`src/rtl/multicycle_core.sv`:
```
// Multi-cycle RV32I/RV32E-subset core. It steps each instruction through FETCH/DECODE/EXECUTE/MEM/WRITEBACK
// over a single req/ready memory port, and adds halt and a sticky illegal-instruction trap.
module multicycle_core #(
  parameter logic [31:0] RESET_PC = 32'h0000_0000,
  parameter int          NREGS    = 32
) (
  input  logic        clock,
  input  logic        reset,
  input  logic        halt,
  output logic        mem_req,
  output logic        mem_we,
  output logic [31:0] mem_addr,
  output logic [31:0] mem_wdata,
  input  logic [31:0] mem_rdata,
  input  logic        mem_ready,
  output logic [31:0] pc_o,
  output logic        retired,
  output logic        halted,
  output logic        trap
);
  localparam int AW = (NREGS == 32) ? 5 : 4;
  localparam logic [6:0] OP_REG   = 7'b0110011;
  localparam logic [6:0] OP_IMM   = 7'b0010011;
  localparam logic [6:0] OP_LUI   = 7'b0110111;
  localparam logic [6:0] OP_LOAD  = 7'b0000011;
  localparam logic [6:0] OP_STORE = 7'b0100011;

  typedef enum logic [2:0] {
    S_FETCH, S_DECODE, S_EXECUTE, S_MEM, S_WRITEBACK, S_HALTED, S_TRAP
  } state_t;

  state_t      state_q, state_d;
  logic [31:0] pc_q, pc_d, ir_q, ir_d, op_a_q, op_a_d, op_b_q, op_b_d;
  logic [31:0] st_data_q, st_data_d, result_q, result_d;
  logic [31:0] mem_addr_q, mem_addr_d, mem_wdata_q, mem_wdata_d;
  logic        mem_req_q, mem_req_d, mem_we_q, mem_we_d;
  logic        retired_q, retired_d, halted_q, halted_d, trap_q, trap_d;
  logic [31:0] rf_q [NREGS];
  logic [31:0] rf_d [NREGS];

  logic [6:0]  opcode, funct7;
  logic [2:0]  funct3;
  logic [4:0]  rd, rs1, rs2;
  logic        is_op, is_lui, is_load, is_store, uses_rs2, regs_ok, alt;
  logic [31:0] imm, ea;

  assign opcode   = ir_q[6:0];
  assign rd       = ir_q[11:7];
  assign funct3   = ir_q[14:12];
  assign rs1      = ir_q[19:15];
  assign rs2      = ir_q[24:20];
  assign funct7   = ir_q[31:25];
  assign is_op    = (opcode == OP_REG);
  assign is_lui   = (opcode == OP_LUI);
  assign is_load  = (opcode == OP_LOAD);
  assign is_store = (opcode == OP_STORE);
  assign uses_rs2 = is_op || is_store;
  assign regs_ok  = (is_lui || reg_ok(rs1)) && (!uses_rs2 || reg_ok(rs2)) && (is_store || reg_ok(rd));
  assign alt      = ir_q[30] && (is_op || (funct3 == 3'b101));
  assign ea       = op_a_q + op_b_q;

  // In RV32E mode only indices 0..15 exist.
  function automatic logic reg_ok(input logic [4:0] idx);
    reg_ok = (NREGS == 32) || (idx[4] == 1'b0);
  endfunction

  function automatic logic [31:0] rf_read(input logic [4:0] idx);
    rf_read = (idx == 5'd0) ? 32'd0 : rf_q[idx[AW-1:0]];
  endfunction

  function automatic logic legal(input logic [31:0] ir);
    case (ir[6:0])
      OP_REG:  legal = (ir[31:25] == 7'h00) ||
                       ((ir[31:25] == 7'h20) && ((ir[14:12] == 3'b000) || (ir[14:12] == 3'b101)));
      OP_IMM:  legal = (ir[14:12] == 3'b001) ? (ir[31:25] == 7'h00) :
                       (ir[14:12] == 3'b101) ? ((ir[31:25] == 7'h00) || (ir[31:25] == 7'h20)) : 1'b1;
      OP_LUI:  legal = 1'b1;
      OP_LOAD, OP_STORE: legal = (ir[14:12] == 3'b010);
      default: legal = 1'b0;
    endcase
  endfunction

  function automatic logic [31:0] alu(input logic [2:0] f3, input logic sub_sra,
                                      input logic [31:0] a, input logic [31:0] b);
    case (f3)
      3'b000:  alu = sub_sra ? (a - b) : (a + b);
      3'b001:  alu = a << b[4:0];
      3'b010:  alu = {31'd0, $signed(a) < $signed(b)};
      3'b011:  alu = {31'd0, a < b};
      3'b100:  alu = a ^ b;
      3'b101:  alu = sub_sra ? 32'($signed(a) >>> b[4:0]) : (a >> b[4:0]);
      3'b110:  alu = a | b;
      3'b111:  alu = a & b;
      default: alu = 32'd0;
    endcase
  endfunction

  // Immediate formation: S-type for stores, U-type for LUI, I-type otherwise.
  always_comb begin
    imm = {{20{ir_q[31]}}, ir_q[31:20]};
    case (opcode)
      OP_STORE: imm = {{20{ir_q[31]}}, ir_q[31:25], ir_q[11:7]};
      OP_LUI:   imm = {ir_q[31:12], 12'd0};
      default:  imm = {{20{ir_q[31]}}, ir_q[31:20]};
    endcase
  end

  // Next-state and next-output logic for the instruction sequencer.
  always_comb begin
    state_d     = state_q;
    pc_d        = pc_q;
    ir_d        = ir_q;
    op_a_d      = op_a_q;
    op_b_d      = op_b_q;
    st_data_d   = st_data_q;
    result_d    = result_q;
    mem_req_d   = mem_req_q;
    mem_we_d    = mem_we_q;
    mem_addr_d  = mem_addr_q;
    mem_wdata_d = mem_wdata_q;
    retired_d   = 1'b0;
    halted_d    = halted_q;
    trap_d      = trap_q;
    rf_d        = rf_q;
    case (state_q)
      S_FETCH: begin
        // Right after reset the request flop is still low, so raise it first.
        if (!mem_req_q) begin
          mem_req_d  = 1'b1;
          mem_we_d   = 1'b0;
          mem_addr_d = pc_q;
        end else if (mem_ready) begin
          ir_d      = mem_rdata;
          mem_req_d = 1'b0;
          state_d   = S_DECODE;
        end else begin
          state_d = S_FETCH;
        end
      end
      S_DECODE: begin
        if (!legal(ir_q) || !regs_ok) begin
          state_d = S_TRAP;
          trap_d  = 1'b1;
        end else begin
          op_a_d    = is_lui ? 32'd0 : rf_read(rs1);
          op_b_d    = is_op ? rf_read(rs2) : imm;
          st_data_d = rf_read(rs2);
          state_d   = S_EXECUTE;
        end
      end
      S_EXECUTE: begin
        if (is_load || is_store) begin
          if (ea[1:0] != 2'b00) begin
            state_d = S_TRAP;
            trap_d  = 1'b1;
          end else begin
            mem_req_d   = 1'b1;
            mem_we_d    = is_store;
            mem_addr_d  = ea;
            mem_wdata_d = is_store ? st_data_q : 32'd0;
            state_d     = S_MEM;
          end
        end else begin
          result_d  = is_lui ? op_b_q : alu(funct3, alt, op_a_q, op_b_q);
          retired_d = 1'b1;
          state_d   = S_WRITEBACK;
        end
      end
      S_MEM: begin
        if (mem_ready) begin
          result_d    = is_load ? mem_rdata : result_q;
          mem_req_d   = 1'b0;
          mem_we_d    = 1'b0;
          mem_wdata_d = 32'd0;
          retired_d   = 1'b1;
          state_d     = S_WRITEBACK;
        end else begin
          state_d = S_MEM;
        end
      end
      S_WRITEBACK: begin
        if (!is_store && (rd != 5'd0)) begin
          rf_d[rd[AW-1:0]] = result_q;
        end else begin
          rf_d = rf_q;
        end
        pc_d = pc_q + 32'd4;
        if (halt) begin
          halted_d = 1'b1;
          state_d  = S_HALTED;
        end else begin
          mem_req_d  = 1'b1;
          mem_we_d   = 1'b0;
          mem_addr_d = pc_q + 32'd4;
          state_d    = S_FETCH;
        end
      end
      S_HALTED: begin
        if (!halt) begin
          halted_d   = 1'b0;
          mem_req_d  = 1'b1;
          mem_we_d   = 1'b0;
          mem_addr_d = pc_q;
          state_d    = S_FETCH;
        end else begin
          state_d = S_HALTED;
        end
      end
      S_TRAP:  state_d = S_TRAP;
      default: begin
        state_d = S_TRAP;
        trap_d  = 1'b1;
      end
    endcase
  end

  // State, datapath and register-file flops; reset aborts any bus transaction.
  always_ff @(posedge clock or posedge reset) begin
    if (reset) begin
      state_q     <= S_FETCH;
      pc_q        <= RESET_PC;
      ir_q        <= 32'd0;
      op_a_q      <= 32'd0;
      op_b_q      <= 32'd0;
      st_data_q   <= 32'd0;
      result_q    <= 32'd0;
      mem_req_q   <= 1'b0;
      mem_we_q    <= 1'b0;
      mem_addr_q  <= RESET_PC;
      mem_wdata_q <= 32'd0;
      retired_q   <= 1'b0;
      halted_q    <= 1'b0;
      trap_q      <= 1'b0;
      for (int i = 0; i < NREGS; i++) rf_q[i] <= 32'd0;
    end else begin
      state_q     <= state_d;
      pc_q        <= pc_d;
      ir_q        <= ir_d;
      op_a_q      <= op_a_d;
      op_b_q      <= op_b_d;
      st_data_q   <= st_data_d;
      result_q    <= result_d;
      mem_req_q   <= mem_req_d;
      mem_we_q    <= mem_we_d;
      mem_addr_q  <= mem_addr_d;
      mem_wdata_q <= mem_wdata_d;
      retired_q   <= retired_d;
      halted_q    <= halted_d;
      trap_q      <= trap_d;
      rf_q        <= rf_d;
    end
  end

  assign mem_req   = mem_req_q;
  assign mem_we    = mem_we_q;
  assign mem_addr  = mem_addr_q;
  assign mem_wdata = mem_wdata_q;
  assign pc_o      = pc_q;
  assign retired   = retired_q;
  assign halted    = halted_q;
  assign trap      = trap_q;
endmodule

```
`config.mk`:
```
export PLATFORM = sky130hd
export DESIGN_NAME = multicycle_core
export DESIGN_NICKNAME = d
export VERILOG_FILES = /design/src/rtl/multicycle_core.sv
export SDC_FILE = /design/constraint.sdc
export NUM_CORES = 2
export LEC_CHECK = 0
export BUFFER_PORTS_ARGS = -buffer_cell sky130_fd_sc_hd__buf_4
export CAP_MARGIN = 20
export CORE_MARGIN = 1
export CORE_UTILIZATION = 40
export CTS_BUF_LIST = sky130_fd_sc_hd__clkbuf_2 sky130_fd_sc_hd__clkbuf_4 sky130_fd_sc_hd__clkbuf_8
export CTS_CLUSTER_DIAMETER = 100
export CTS_CLUSTER_SIZE = 28
export DETAILED_ROUTE_END_ITERATION = 16
export PLACE_DENSITY_LB_ADDON = 0.3
export SETUP_SLACK_MARGIN = 0.4
export SLEW_MARGIN = 30
export SYNTH_ARGS = -nofsm -noshare
export SYNTH_HDL_FRONTEND = slang
export SYNTH_SLANG_ARGS = --single-unit
```
`constraint.sdc`:
```
create_clock -name clock -period 43.4 [get_ports clock]
set_input_delay 8.68 -clock clock [delete_from_list [all_inputs] [get_ports clock]]
set_output_delay 8.68 -clock clock [all_outputs]
set_load 0.02 [all_outputs]
```
==> summary.md <==
| Metric | Value |
|---|---|
| HP Class | `reg -> reg` |
| Met3 routed wirelength | `23,000 um` |
| Met2 wire length | `123,000 um` |
| Vias in the first global route | `53,000` |
| Final Slew Violations | `0` |
| Synth-to-layout area growth | `6.00%` |
| Skew final | `0.0943 ns` |
| Smallest hold slack | `~0.42 ns` |
| Max clock buf depth | `3` |
| Commonest cells post-synth | `dfrtp_1 (1,286), mux2_2 (1,098), mux4_2 (559)` |
| Core area | `0.185 mm^2` |
| Clock Latency Late Sink | `0.95 ns` |
| TritonRoute pass-1 iters | `5` |
| Mapped cell area | `0.0745 mm^2` |
| Top delay family on crit path | `buffers and inverters` |
| Final min period | `approximately 12 ns` |
| Starting Density | `40.2%` |
| Largest net degree at the start of global routing | `160` |
| Nets@finish | `approximately 5,800` |
| Via density | `6.52` |
| Clock slew at reported path FFs | `roughly 0.15 ns` |
| TritonCTS Sinks | `1,286` |
| Die span in x | `434 um` |
| Root buf cell | `clkbuf_8` |
| Fill cells | `between 15,000 and 20,000` |
| Ports | `roughly 140` |
| Synthesized instance count | `5,906` |
| Max Cap Violations | `0` |
| Count leader, synth | `dfrtp_1` |
| Slew headroom | `around 25%` |
| TritonCTS Buffers | `55` |
| Sequential area share after synthesis | `a little over two fifths` |
| Top layer in use | `met5` |
| Post-DP HPWL | `between 150,000 and 200,000 um` |
| CTS tree | `done` |
| Worst-path cell chain | `buf_4, clkinvlp_4, buf_4, buf_4, buf_4, buf_4, buf_6` |
| GPL Wtd Cong | `about 1.0` |
| Drc violations | `0` |
| Synth top area share | `43.2%` |
| Post-CTS setup buffer count | `0` |
| Die area | `0.188 mm^2` |
| Setup violators final | `0` |
| CP endpoint kind | `async pin` |
| Synthesis Warnings | `0` |
| Hold_buf cts | `0` |
| Count of cell types in the netlist | `94` |
| Final hold violation count | `0` |
| Setup_tns | `0 ns` |
| Setup WS pre-CTS | `~30 ns` |
| CP most frequent cell | `buf_4` |
| Status | `completed` |
| Power Density | `between 60 and 70 mW/mm^2` |
| Async SR Flop Fraction | `100%` |
| Gr usage total | `28.9%` |
| Largest incremental delay on the critical path | `approximately 0.80 ns` |
| Worst Path Max Fanout | `72` |
| Initial drt markers | `6,185` |
| EDFF count, synth | `0` |
| First-pass GRT wire length | `between 300,000 and 400,000 um` |
| PortBufs | `134` |
| P_leak | `0.0342 uW` |
| Via count | `53,200` |
| Actual slew at the worst max-slew pin | `~1.1 ns` |
| Peak supply drop | `~0.000076 V` |
| H-tree depth | `2` |
| WP data arrival | `13.07 ns` |
| Worst path required time | `about 44 ns` |
| Fin worst setup slack | `31.32 ns` |
| Post-CTS sizing | `0` |
| Synth area leaders | `dfrtp_1 (43%), mux4_2 (17%), mux2_2 (17%)` |
| Dominant synthesized flop cell | `dfrtp_1` |
| Synthesized flop and latch total | `around 1,300` |
| Unrepaired setup endpoints after global routing | `no` |
| FP Rows | `158` |
| Congestion Overflow GR | `0` |
| Crit Path Class | `in -> async` |
| CP max stage cell | `buf_4` |
| Final WL | `272,000 um` |
| Layout cells sized above 1 | `38.0%` |
| DRT antenna net count | `0` |
| Routed len/inst | `33.4 um` |
| Fmax | `82.8 MHz` |
| Die Y | `434 um` |
| Initial antenna violation count | `12` |
| Period utilisation layout | `27.8%` |
| Startpoint types | `input port` |
| Post-synth top area cell | `dfrtp_1` |
| Avg Inst Size Synth | `12.6 um^2` |
| CP bufs+invs | `7` |
| M1 WL | `between 100,000 and 150,000 um` |
-- routing by layer --
| metal | vias to the layer above | global-route usage, % |
|---|---|---|
| met5 | - | 0 |
| met4 | 8 | 16.8 |
| met3 | 679 | 5.82 |
| met2 | 2543 | 44.4 |
| met1 | 28300 | 37.9 |
| li1 | 21700 | - |
-- path summary, 6_finish.rpt --
check                           start    endpoint  slack (ns)  cells past startpoint
setup / recovery                reset   rf_q[260]       31.32                      7
hold / removal             rf_q[1002]  rf_q[1002]        0.42                      0
setup reg to reg             ir_q[20]   op_b_q[4]       38.11                      9
hold reg to reg            rf_q[1002]  rf_q[1002]        0.42                      0
max in group clock            pc_o[2]     pc_o[2]       33.01                      1
min in group asynchronous       reset    ir_q[18]        7.80                      2
-- area by class of cell --
class | instances | area, um^2 | area share (%)
multi-input combinational | 3917 | 39800 | 50.4
clock buffer | 64 | 850 | 1.08
timing repair buffer | 294 | 2430 | 3.08
sequential | 1286 | 32300 | 40.9
antenna | 4 | 10.0 | 0.0127
inverter | 98 | 372 | 0.471
clock inverter | 10 | 146 | 0.185
tap | 2480 | 3100 | 3.93
-- worst reg2reg max path: stages, from the launching register on --
cell and delay [ns]:
dfrtp_4 0.86, buf_4 0.68, buf_12 0.67, buf_4 0.79
mux4_2 0.65, mux4_2 0.49, mux2i_1 0.61, nor3_1 0.15
nor2_1 0.16, o21ai_0 0.09
-- layout by cell type, fill, tap and decap left out, types with 12 or more instances in the layout --
cell type	instances
nand2_1	307
xor2_1	17
or3_1	17
dfrtp_2	29
o31ai_1	13
nor2_4	23
a21o_1	13
a221oi_1	84
a21oi_1	234
ha_1	98
nor3_1	50
buf_4	271
mux2i_1	186
o221ai_1	41
a31oi_1	20
inv_1	92
nand3_1	49
and3_1	16
and2_1	12
o211ai_1	52
a22o_1	50
nor2_1	254
dfrtp_1	1246
a211oi_1	51
clkbuf_8	59
mux2_2	1098
nand2b_1	42
mux4_2	559
o22ai_1	58
xnor2_1	66
o21ai_0	283
-- report_power, final --
group | internal, uW | total [uW] | switching [uW]
Clock | 134 | 530 | 395
Combinational | 1210 | 2860 | 1660
Sequential | 1560 | 2020 | 467
Total | 2900 | 5410 | 2520
-- kinds of logic (layout without fill, tap and decap cells) --
family | count (synthesis) | count (layout) | share of synthesized area (%)
buf+inv | 704 | 466 | 3.87
flops | 1286 | 1286 | 43.2
xor+xnor | 83 | 83 | 0.976
fa+ha+maj | 100 | 100 | 1.70
compound gates | 1025 | 1025 | 8.98
simple gates | 857 | 857 | 5.15
other cells | 1 | 6 | 0.00503
mux | 1850 | 1850 | 36.1
-- through the flow --
stage	cells	utilization, %	total power [uW]	area (um^2)
3_5_place_dp	8073	42.0	4830	77900
4_1_cts	8147	42.6	5360	78900
5_1_grt	8152	42.6	5640	79000
3_3_place_gp	8068	41.9	4780	77700
2_1_floorplan	5907	-	3800	74500
6_report	8153	42.6	5410	79000
-- state kept, by name, summed over array words and instances, names as in the netlist, 32 cells and up --
name and flops:
rf_q 1024, ir_q 32, mem_addr 32, mem_wdata 32, op_a_q 32, op_b_q 32
result_q 32, st_data_q 32
(Power assumes the default switching activity.)
